File: src/rtl/sysref_pkg.sv
// Shared types, default widths and the period tolerance compare for the SYSREF sync controller.
package sysref_pkg;

    localparam int DEF_PERIOD_W     = 16;
    localparam int DEF_CNT_W        = 8;
    localparam int DEF_SETTLE_EDGES = 4;
    localparam int DEF_TOL          = 1;

    typedef enum logic [2:0] {
        IDLE,
        WAIT_FIRST,
        MEASURE,
        RELEASE,
        DONE,
        ERROR
    } state_e;

    // True when |period - expected| <= tol; operands zero-extended to 32 bits by the caller.
    function automatic logic period_match(input logic [31:0] period,
                                          input logic [31:0] expected,
                                          input logic [31:0] tol);
        logic [31:0] diff;
        diff = (period >= expected) ? (period - expected) : (expected - period);
        return (diff <= tol);
    endfunction

endpackage

File: src/rtl/sysref_sync_ctrl_edge_timer.sv
// SYSREF rise detector with saturating period counter and last-measured-period register.
module sysref_edge_timer #(
    parameter int PERIOD_W = 16
) (
    input  logic                pl_clock,
    input  logic                pl_resetn,
    input  logic                sysref_in,
    output logic                rise,
    output logic [PERIOD_W-1:0] period_cnt,
    output logic [PERIOD_W-1:0] period_meas,
    output logic                cnt_sat
);

    logic                sysref_d_q, sysref_d_d;
    logic [PERIOD_W-1:0] cnt_q, cnt_d;
    logic [PERIOD_W-1:0] meas_q, meas_d;

    always_comb begin
        rise       = sysref_in & ~sysref_d_q;
        cnt_sat    = &cnt_q;
        sysref_d_d = sysref_in;
        meas_d     = meas_q;
        if (rise) begin
            cnt_d  = PERIOD_W'(1);
            meas_d = cnt_q;
        end else if (cnt_sat) begin
            cnt_d = cnt_q;
        end else begin
            cnt_d = cnt_q + PERIOD_W'(1);
        end
    end

    always_ff @(posedge pl_clock) begin
        if (!pl_resetn) begin
            sysref_d_q <= 1'b0;
            cnt_q      <= '0;
            meas_q     <= '0;
        end else begin
            sysref_d_q <= sysref_d_d;
            cnt_q      <= cnt_d;
            meas_q     <= meas_d;
        end
    end

    assign period_cnt  = cnt_q;
    assign period_meas = meas_q;

endmodule

File: src/rtl/sysref_sync_ctrl.sv
// SYSREF period-lock sequencer and whole-pulse forwarding gate (pl_clock domain).
// Optional macro SYSREF_SYNC_TIMEOUT_EN: period counter saturation while busy raises ERROR.
module sysref_sync_ctrl
    import sysref_pkg::*;
#(
    parameter int PERIOD_W     = DEF_PERIOD_W,
    parameter int CNT_W        = DEF_CNT_W,
    parameter int SETTLE_EDGES = DEF_SETTLE_EDGES,
    parameter int TOL          = DEF_TOL
) (
    input  logic                pl_clock,
    input  logic                pl_resetn,
    input  logic                sysref_in,
    input  logic                arm,
    input  logic                abort,
    input  logic [PERIOD_W-1:0] cfg_period,
    input  logic [CNT_W-1:0]    cfg_release_edges,
    output logic                sysref_out,
    output logic                busy,
    output logic                locked,
    output logic                err,
    output logic [PERIOD_W-1:0] period_meas,
    output logic [CNT_W-1:0]    edge_count
);

`ifdef SYSREF_SYNC_TIMEOUT_EN
    localparam bit TIMEOUT_EN = 1'b1;
`else
    localparam bit TIMEOUT_EN = 1'b0;
`endif

    logic                rise;
    logic                cnt_sat;
    logic [PERIOD_W-1:0] period_cnt;

    sysref_edge_timer #(
        .PERIOD_W (PERIOD_W)
    ) u_edge_timer (
        .pl_clock    (pl_clock),
        .pl_resetn   (pl_resetn),
        .sysref_in   (sysref_in),
        .rise        (rise),
        .period_cnt  (period_cnt),
        .period_meas (period_meas),
        .cnt_sat     (cnt_sat)
    );

    state_e              state_q, state_d;
    logic [PERIOD_W-1:0] cfg_period_q, cfg_period_d;
    logic [CNT_W-1:0]    cfg_rel_q, cfg_rel_d;
    logic [CNT_W-1:0]    good_q, good_d;
    logic [CNT_W-1:0]    edge_q, edge_d;
    logic                out_q, out_d;
    logic                busy_q, busy_d;
    logic                locked_q, locked_d;
    logic                err_q, err_d;

    logic                match;
    logic                timeout;
    logic                start;
    logic                arm_ok;
    logic [CNT_W-1:0]    good_inc;
    logic [CNT_W-1:0]    edge_inc;

    always_comb begin
        match    = period_match(32'(period_cnt), 32'(cfg_period_q), 32'(TOL));
        timeout  = TIMEOUT_EN & cnt_sat;
        arm_ok   = arm & ~abort;
        good_inc = good_q + CNT_W'(1);
        edge_inc = (&edge_q) ? edge_q : edge_q + CNT_W'(1);

        state_d      = state_q;
        cfg_period_d = cfg_period_q;
        cfg_rel_d    = cfg_rel_q;
        good_d       = good_q;
        edge_d       = edge_q;
        start        = 1'b0;

        unique case (state_q)
            IDLE, DONE, ERROR: begin
                if (arm_ok) begin
                    state_d      = WAIT_FIRST;
                    cfg_period_d = cfg_period;
                    cfg_rel_d    = cfg_release_edges;
                    edge_d       = '0;
                end
            end
            WAIT_FIRST: begin
                if (timeout) begin
                    state_d = ERROR;
                end else if (rise) begin
                    state_d = MEASURE;
                    good_d  = '0;
                end
            end
            MEASURE: begin
                if (timeout) begin
                    state_d = ERROR;
                end else if (rise) begin
                    if (!match) begin
                        state_d = ERROR;
                    end else begin
                        good_d = good_inc;
                        if (good_inc == CNT_W'(SETTLE_EDGES)) begin
                            state_d = RELEASE;
                        end
                    end
                end
            end
            RELEASE: begin
                if (timeout) begin
                    state_d = ERROR;
                end else if (rise) begin
                    if (!match) begin
                        state_d = ERROR;
                    end else if (!abort && ((cfg_rel_q == '0) || (edge_q < cfg_rel_q))) begin
                        start  = 1'b1;
                        edge_d = edge_inc;
                        if ((cfg_rel_q != '0) && (edge_inc == cfg_rel_q)) begin
                            state_d = DONE;
                        end
                    end
                end
            end
            default: state_d = IDLE;
        endcase

        if (abort) begin
            state_d = IDLE;
        end

        // The gate holds itself open until sysref_in falls, independent of state, so pulses are never cut.
        out_d    = sysref_in & (out_q | start);
        busy_d   = (state_d == WAIT_FIRST) || (state_d == MEASURE) || (state_d == RELEASE);
        locked_d = (state_d == RELEASE) || (state_d == DONE);
        err_d    = (state_d == ERROR);
    end

    always_ff @(posedge pl_clock) begin
        if (!pl_resetn) begin
            state_q      <= IDLE;
            cfg_period_q <= '0;
            cfg_rel_q    <= '0;
            good_q       <= '0;
            edge_q       <= '0;
            out_q        <= 1'b0;
            busy_q       <= 1'b0;
            locked_q     <= 1'b0;
            err_q        <= 1'b0;
        end else begin
            state_q      <= state_d;
            cfg_period_q <= cfg_period_d;
            cfg_rel_q    <= cfg_rel_d;
            good_q       <= good_d;
            edge_q       <= edge_d;
            out_q        <= out_d;
            busy_q       <= busy_d;
            locked_q     <= locked_d;
            err_q        <= err_d;
        end
    end

    assign sysref_out = out_q;
    assign busy       = busy_q;
    assign locked     = locked_q;
    assign err        = err_q;
    assign edge_count = edge_q;

endmodule

File: config.mk
export PLATFORM = sky130hd
export DESIGN_NAME = sysref_sync_ctrl
export DESIGN_NICKNAME = d
export VERILOG_FILES = /design/src/rtl/sysref_pkg.sv /design/src/rtl/sysref_sync_ctrl_edge_timer.sv /design/src/rtl/sysref_sync_ctrl.sv
export SDC_FILE = /design/constraint.sdc
export NUM_CORES = 1
export LEC_CHECK = 0
export CAP_MARGIN = 20
export CORE_MARGIN = 2
export CORE_UTILIZATION = 63
export DETAILED_ROUTE_END_ITERATION = 10
export HOLD_SLACK_MARGIN = 0.08
export PLACE_DENSITY = 0.86
export SLEW_MARGIN = 40
export SYNTH_ARGS = -nofsm -noshare
export SYNTH_HDL_FRONTEND = slang
export SYNTH_HIERARCHICAL = 1
export SYNTH_SLANG_ARGS = --single-unit
File: constraint.sdc
create_clock -name pl_clock -period 6.7 [get_ports pl_clock]
set_clock_uncertainty 0.15 [all_clocks]
set_input_delay 1.34 -clock pl_clock [delete_from_list [all_inputs] [get_ports pl_clock]]
set_output_delay 1.34 -clock pl_clock [all_outputs]
set_load 0.02 [all_outputs]
Word-level counts from Yosys, hierarchy flattened

Cells that the tools add are included.
Widths: inputs -> output; s select.

Word-level logic and storage cells: 95
Bits of input ports: 29
Register bits after elaboration: 80
Output and inout bits: 28

Bitwise logic cells: 7
Equality and inequality tests: 20
Reductions and logical operators: 19
Order comparisons: 3
Muxes and demuxes: 28
Add/subtract/negate cells: 5

Operators by type and width:

| kind                  | count |
|---|---|
| $mux 8                | 8 |
| $sub 16x16->17        | 2 |
| $le 32x1->1 const B   | 1 |
| $mux 32               | 1 |
| $pmux 8 s2            | 2 |
| $mux 3                | 10 |
| $add 16x1->16 const B | 1 |
| $add 8x1->8 const B   | 2 |
| $ge 16x16->1          | 1 |
| $ne 2x2->1 const B    | 8 |
| $reduce_and 16->1     | 1 |
| $eq 3x2->1 const B    | 4 |
| $eq 3x3->1 const B    | 4 |
| $pmux 3 s4            | 1 |
| $eq 8x3->1 const B    | 1 |
| $eq 8x8->1            | 1 |
| $logic_not 8->1       | 1 |
| $lt 8x8->1            | 1 |
| $reduce_and 8->1      | 1 |
| $reduce_bool 8->1     | 1 |
| $eq 3x1->1 const B    | 2 |
| $mux 1                | 6 |
| $reduce_and 5->1      | 1 |
| $logic_or 1x1->1      | 4 |
| other kinds (11)      | 17 |

Logic depth before layout (Yosys ltp)

Depth after elaboration: 13
Gate-level depth with buffers: 15
Gate-level depth less buffers: 14

Cells and area by module

The synthesis kept the hierarchy.

By module, submodules not included:

| module            | area an instance (um^2) | instances | cells an instance | sequential area each (um^2) |
|---|---|---|---|---|
| sysref_sync_ctrl  | 4645.7                  | 1         | 651               | 940.9 |
| sysref_edge_timer | 1445.1                  | 1         | 165               | 660.6 |

Worst setup path after synthesis

No wires, ideal clock.

Path type: reg-to-reg
From: reg u_edge_timer.cnt_q[0] (netlist: u_edge_timer/period_cnt[0])
To: reg good_q[0]
Path slack: 2588 ps
Path buffers: 1
Clock period less this slack: 4112 ps
Data arrival time: 3888 ps
Setup time: 74 ps
Required time: 6476 ps
Cell stages (with the launch flop): 15
Cells stage by stage: dfxtp_1 > ha_1 > inv_1 > fa_1 > a21o_1 > a221o_1 > a21oi_1 > mux2i_1 > nand3_1 > or4b_1 > a221o_1 > or2_1 > buf_2 > or4_1 > a31oi_1

Longest elaborated chain between the ends: 5
Elaborated cells on any way between the ends: 7
Classes of those cells: 2 x add/sub; 2 x order compare; 1 x eq/ne; 1 x mux; 1 x reduce/logical

RTL lines:

| item                                           | RTL line                          | RTL |
|---|---|---|
| start, declared                                | sysref_sync_ctrl_edge_timer.sv:15 | `logic [PERIOD_W-1:0] cnt_q, cnt_d;` |
| start signal, assigned                         | sysref_sync_ctrl_edge_timer.sv:40 | `cnt_q <= cnt_d;` |
| $sub 16x16->17 or $ge 16x16->1 (tied branches) | sysref_pkg.sv:23                  | `diff = (period >= expected) ? (period - expected) : (expected - period);` |
| $mux 32 *                                      | sysref_pkg.sv:23                  |  |
| $le 32x1->1 *                                  | sysref_pkg.sv:24                  | `return (diff <= tol);` |
| $ne 2x2->1 (no source line) *                  | --                                |  |
| $reduce_and 4->1 (no source line) *            | --                                |  |
| end signal, assigned                           | sysref_sync_ctrl.sv:154           | `good_q <= good_d;` |
| end, declared                                  | sysref_sync_ctrl.sv:51            | `logic [CNT_W-1:0] good_q, good_d;` |

Every way passes the cells marked *; elsewhere a longest branch is shown, timed or not.
A chain may end at the register's enable or synchronous reset.

Worst setup path after layout

From: reg u_edge_timer.cnt_q[0] (netlist: u_edge_timer/period_cnt[0])
To: reg edge_q[5] (netlist: edge_count[5])

Longest elaborated chain between the ends: 5
Elaborated cells on any way between the ends: 7
Classes of those cells: 2 x add/sub; 2 x order compare; 1 x eq/ne; 1 x mux; 1 x reduce/logical

RTL lines:

| item                                           | RTL line                | RTL |
|---|---|---|
| $sub 16x16->17 or $ge 16x16->1 (tied branches) | sysref_pkg.sv:23        |  |
| $mux 32 *                                      | sysref_pkg.sv:23        |  |
| $le 32x1->1 *                                  | sysref_pkg.sv:24        |  |
| $ne 2x2->1 (no source line) *                  | --                      |  |
| $reduce_and 5->1 (no source line) *            | --                      |  |
| end signal, assigned                           | sysref_sync_ctrl.sv:155 | `edge_q <= edge_d;` |
| end, declared                                  | sysref_sync_ctrl.sv:52  | `logic [CNT_W-1:0] edge_q, edge_d;` |

Marked as above.

==> run metrics <==
outcome=finished clean; CTS buffer count=9; all-layer global routing usage=32.83%; final setup violation count=0; Ant. Diodes=0; register area share after synthesis=26.29%; Hold Fails Final Rpt=0; worst-margin pin slew=850.3 ps; # hold bufs at CTS=0; post_cts resized=0; Layout area overhead=12.16%; area share of the leading cell type in the synthesized netlist=26.29%; drt initial violations=574; RD Place Congestion=0.9979; initial antenna violation count=0; Post-synth EDFFs=0; Yosys cell types=71; Vias=6240; largest net degree at the start of global routing=32; worst hold path type=reg2reg; Antenna Nets Post-Route=0; synthesized instance count=816; Pleak=0.002559 uW; HPWL Detailed=12.49 mm; ys flop type=dfxtp_1; Clock Tree Root=clkbuf_8; Core Footprint=9328 sq um; Synth area leaders=dfxtp_1 (26%), ha_1 (8.6%), nand2_1 (7.8%); clock latency on the worst-skew pair=360 ps; Power Total=1133 uW; Die Area=10470 sq um; Max-cap violations=0; CTS tree=yes; H-Tree Depth=3; setup tns final=0 ps; Slew headroom=42.72%; share of layout cells above drive strength 1=6.228%; Synth Register Bits=80; drt pass-1 iters=6; wire length per cell=17.05 um; Clk pin slew, worst setup/hold paths=100 ps; count leader, synth=nand2_1; Mapped Area=6091 sq um; vias in the first global route=5711; max frequency=0.2018 GHz; async set or reset register ratio after synthesis=0%; YS warnings=6; Final Core Density=73.24%; drt drc=0; Detailed Route WL=16.71 mm; Initial Util=65.30%; total grt overflow=0; Final min period=4954 ps; Port Buf Inserts=56; PwrDens=165.8 nW/um^2; syn avg cell area=7.464 sq um; Finished Cell Area=6832 sq um; commonest cells in the netlist=nand2_1 (126), dfxtp_1 (80), a21oi_1 (69); Worst EP required=6750 ps; FF-to-FF setup slack=1750 ps; first-pass GRT wire length=27.54 mm; Die Span X=102.3 um; CP Launch Type=register; RSZ-0062 raised after global routing=no; setup bufs post-CTS=0; Peak VDD IR=121.9 uV; critical path type=reg2reg; FP Rows=35; Critical Path AT=5010 ps; clock sink count=80; Crit. End Element=register; placed instance area=6653 sq um; final hold slack=317.2 ps; DR vias/cell=6.367; Final Cycle Share=73.94%; Top Ports=57; worst-path fanout max=7; Max Slew Vio Count=0; # fillers=738; Vert. Die Dim=102.3 um; Synth area leader=dfxtp_1; post-synth net total=889; Max clock buf depth=2; Final nets=919
==> final cells by class <==
type / count / area (sq um) / area share (%)
Multi-Input combinational cell: 628 / 4031 / 59.01
Sequential cell: 80 / 1602 / 23.44
Timing Repair Buffer: 61 / 598.1 / 8.755
Inverter: 66 / 260.3 / 3.810
Tap cell: 129 / 161.4 / 2.363
Clock buffer: 9 / 123.9 / 1.813
Clock inverter: 7 / 55.05 / 0.8059
==> final timing paths <==
path,startpoint,to,depth (start not counted)
setup / recovery,u_edge_timer/period_cnt[0],edge_count[5],13
hold / removal,u_edge_timer/period_meas[3],u_edge_timer/period_meas[3],2
setup reg to reg,u_edge_timer/period_cnt[0],edge_count[5],13
hold reg to reg,u_edge_timer/period_meas[3],u_edge_timer/period_meas[3],2
==> metal layers <==
layer	global-route usage [%]	up-vias	share of wire [%]
li1	-	2976	-
met1	45.20	2920	44
met2	52.38	298	46
met3	5.335	46	7.8
met4	11.38	0	2.6
met5	0	-	0
==> critical path, cell delays in order (launching register included) <==
cell and delay [ps]:
dfxtp_1 530, ha_1 250, inv_1 80, fa_1 430, a21o_1 220, a221o_1 410, a21oi_1 210, mux2i_1 250
nand3_1 100, or4b_1 530, a221o_1 360, or2_1 330, o21ai_0 700, o21ai_0 250
==> through the flow <==
stage | std cells | setup WS [ps]
finish | 980 | 1746
detailed placement | 964 | 1861
global placement | 964 | 1942
global route | 980 | 1466
CTS | 980 | 1849
floorplan | 816 | 2588
==> sequential cells by signal (all words and copies together), names as in the netlist <==
signal                    count
busy                          1
u_edge_timer/period_cnt      16
locked                        1
u_edge_timer/sysref_d_q       1
state_q                       3
cfg_rel_q                     8
sysref_out                    1
err                           1
cfg_period_q                 16
u_edge_timer/period_meas     16
edge_count                    8
good_q                        8
==> cell usage in the layout (no fill, tap or decap), drive strengths merged, types with 17 or more instances in the layout <==
| cell | synthesis | routed |
|---|---|---|
| nand2 | 126 | 126 |
| clkdlybuf4s50 | 0 | 56 |
| nand3 | 30 | 30 |
| ha | 42 | 42 |
| inv | 64 | 66 |
| a21boi | 18 | 18 |
| o21ai | 43 | 43 |
| nor3 | 17 | 17 |
| dfxtp | 80 | 80 |
| a21oi | 75 | 75 |
| nor2 | 38 | 38 |
==> power by group <==
group | switching [uW] | leakage [uW] | total [uW] | internal (uW)
registers | 11.8 | 0.000648 | 496 | 484
logic | 173 | 0.00182 | 300 | 127
clock network | 199 | 0.0000862 | 337 | 138
total | 384 | 0.00256 | 1130 | 749
==> logic make-up after synthesis <==
| group | Yosys count | synth area share [%] |
|---|---|---|
| fa+ha+maj | 44 | 9.285 |
| buf+inv | 108 | 7.703 |
| mux | 12 | 2.219 |
| simple gates | 316 | 25.78 |
| flops | 80 | 26.29 |
| compound gates | 237 | 25.99 |
| xor+xnor | 19 | 2.732 |
(Power assumes the default switching activity.)
==> patch (same settings) <==
Encoding of `state_e`: now one-hot (6 bits for 6 states).
--- a/src/rtl/sysref_pkg.sv
+++ b/src/rtl/sysref_pkg.sv
@@ -8,9 +8,9 @@
 
-    typedef enum logic [2:0] {
-        IDLE,
-        WAIT_FIRST,
-        MEASURE,
-        RELEASE,
-        DONE,
-        ERROR
+    typedef enum logic [5:0] {
+        IDLE       = 6'b000001,
+        WAIT_FIRST = 6'b000010,
+        MEASURE    = 6'b000100,
+        RELEASE    = 6'b001000,
+        DONE       = 6'b010000,
+        ERROR      = 6'b100000
     } state_e;
Function: same outputs for any inputs over 4 cycles, from zero or initial values and one cycle with pl_resetn low; so few cycles prove little.
==> patch against the original RTL <==
- first-iteration DRC count down 32%
- sequential cell count increased by 3
- via count down 6.0%
- total power is 5.9% higher
- area after synthesis down 0.53%
- hold slack better by 0.012 ns
- final area up 0.33%
- worst setup slack gained 0.66 ns
- wire length shrank 7.1%
- sequential share of layout area up 0.80 points
- largest power group unchanged
==> patch: results (changes against the original RTL) <==
- The flow ran to the end, and the final reports show no timing, DRC or antenna violations.
* HPWL reported at the end of detailed placement: 11,700 um (-6.0%)
- Leading post-synthesis cells by cell area: sky130_fd_sc_hd__dfxtp_1, sky130_fd_sc_hd__ha_1, sky130_fd_sc_hd__nand2_1, sky130_fd_sc_hd__a21boi_0, sky130_fd_sc_hd__inv_1
- In this design, the largest share of critical-path delay is due to simple AND/OR/NAND/NOR gates.
* Combined global-route utilization of all metal layers: 30.5% (-2.3 points)
- The largest incremental delay on the critical path is 0.55 ns (-0.15 ns).
* Compound-gate portion of the synthesized area: 26.9% (+0.90 points)
* Met1 routing resource usage after global routing: 43.7% (-1.5 points)
- Xor and xnor fraction of the mapped netlist area: 3.61% (+0.88 points)
* Launch instance of the worst min-delay path: u_edge_timer/period_meas[0]
* Worst hold path endpoint: u_edge_timer/period_meas[0]
- The switching power was 0.390 mW (+1.7%).
- Critical path fanouts, max: 27 (+20)
- The number of global-route vias before repair was 5,486 (-3.9%).
- Via density per instance: 6.14 (-3.6%)
* Fraction of met3 tracks used by global routing: 5.13% (-0.21 points)
- The first-pass detailed-route iteration total came to 4 (-2).
- The maximum number of pins on one net before global-route repair was 41 (+28%).
- Post-synthesis cell type count: 77 (+8.5%)
- The static leakage is 2.55 nW (-0.34%).
* End of the worst register-to-register path: edge_count[6]
- The net count after synthesis was 861 (-3.1%).
* Final #Nets: 894 (-2.7%)
- The fraction of final layout cells sized beyond drive strength 1 came to 7.51% (+1.3 points).
- The first-pass GRT wire length came to 25,700 um (-6.6%).
- Signal arrival time at the worst endpoint: 4.43 ns (-0.58 ns)
* Power consumed by sequential cells: 0.515 mW (+4%)
* Final hold slack: 0.329 ns (+0.0115 ns)
- Adder-cell area share of the yosys netlist: 9.33% (+0.050 points)
- Share of synthesized area spent on multiplexers: 0.661% (-1.6 points)
- The met2 usage came to 48.4% (-4.0 points).
- Clock network fraction of design power: 31.8% (+2.1 points)
- The minimum setup slack among reg-to-reg paths came to 2.43 ns (+0.68 ns).
- The count of routing violations after the opening detailed-route iteration was 388 (-32%).
- The global placement routability congestion is 0.944 (-5.4%).
- Worst relative slew slack: 49.5% (+6.8 points)
patch: cell types whose count changed after synthesis, sizes merged, moves of 5 or more:
cell,change
o211ai,-6
clkbuf,-5
and3,-5
xnor2,+5
nor2,-6
a21boi,+26
mux2i,-5
o21ai,+8
a21oi,-28
patch: tightest hold or removal path, stage by stage, from the launching register on:
cell                       delay (ns)
sky130_fd_sc_hd__dfxtp_1         0.32
sky130_fd_sc_hd__nand2_1         0.04
sky130_fd_sc_hd__a21boi_0        0.07
patch: how the worst max path moves through the flow:
stage / from / to / slack, ns / depth (start not counted)
floorplan: u_edge_timer/period_cnt[0] / edge_count[6] / 2.97 / 13
global placement: sysref_in / edge_count[7] / 2.17 / 8
detailed placement: sysref_in / edge_count[7] / 2.00 / 8
CTS: u_edge_timer/period_cnt[0] / edge_count[7] / 2.37 / 13
global route: u_edge_timer/period_cnt[0] / edge_count[6] / 2.18 / 13
finish: sysref_in / edge_count[6] / 2.41 / 8
patch: layout make-up:
type,count,area [um^2]
flip-flops and latches,83,1660
clock inverters,7,83.8
multi-input cells,605,4000
inverters,64,253
fillers,733,2430
well taps,129,161
clock buffers,9,124
repair buffers,58,576
patch: stage by stage:
stage / cell area, um^2 / instances / setup slack (ns) / util (%) / power, mW
floorplan: 6060 / 788 / 2.97 / - / 0.745
global placement: 6610 / 939 / 2.17 / 71.2 / 0.808
detailed placement: 6620 / 939 / 2.00 / 71.3 / 0.818
CTS: 6820 / 955 / 2.37 / 73.5 / 1.19
global route: 6850 / 955 / 2.18 / 73.8 / 1.26
finish: 6850 / 955 / 2.41 / 73.8 / 1.20
patch: routing by layer:
metal | vias to the layer above | routed length [um]
met5 | - | 0
met4 | 0 | 177
met3 | 17 | 1050
met2 | 221 | 7180
met1 | 2755 | 7130
li1 | 2871 | -
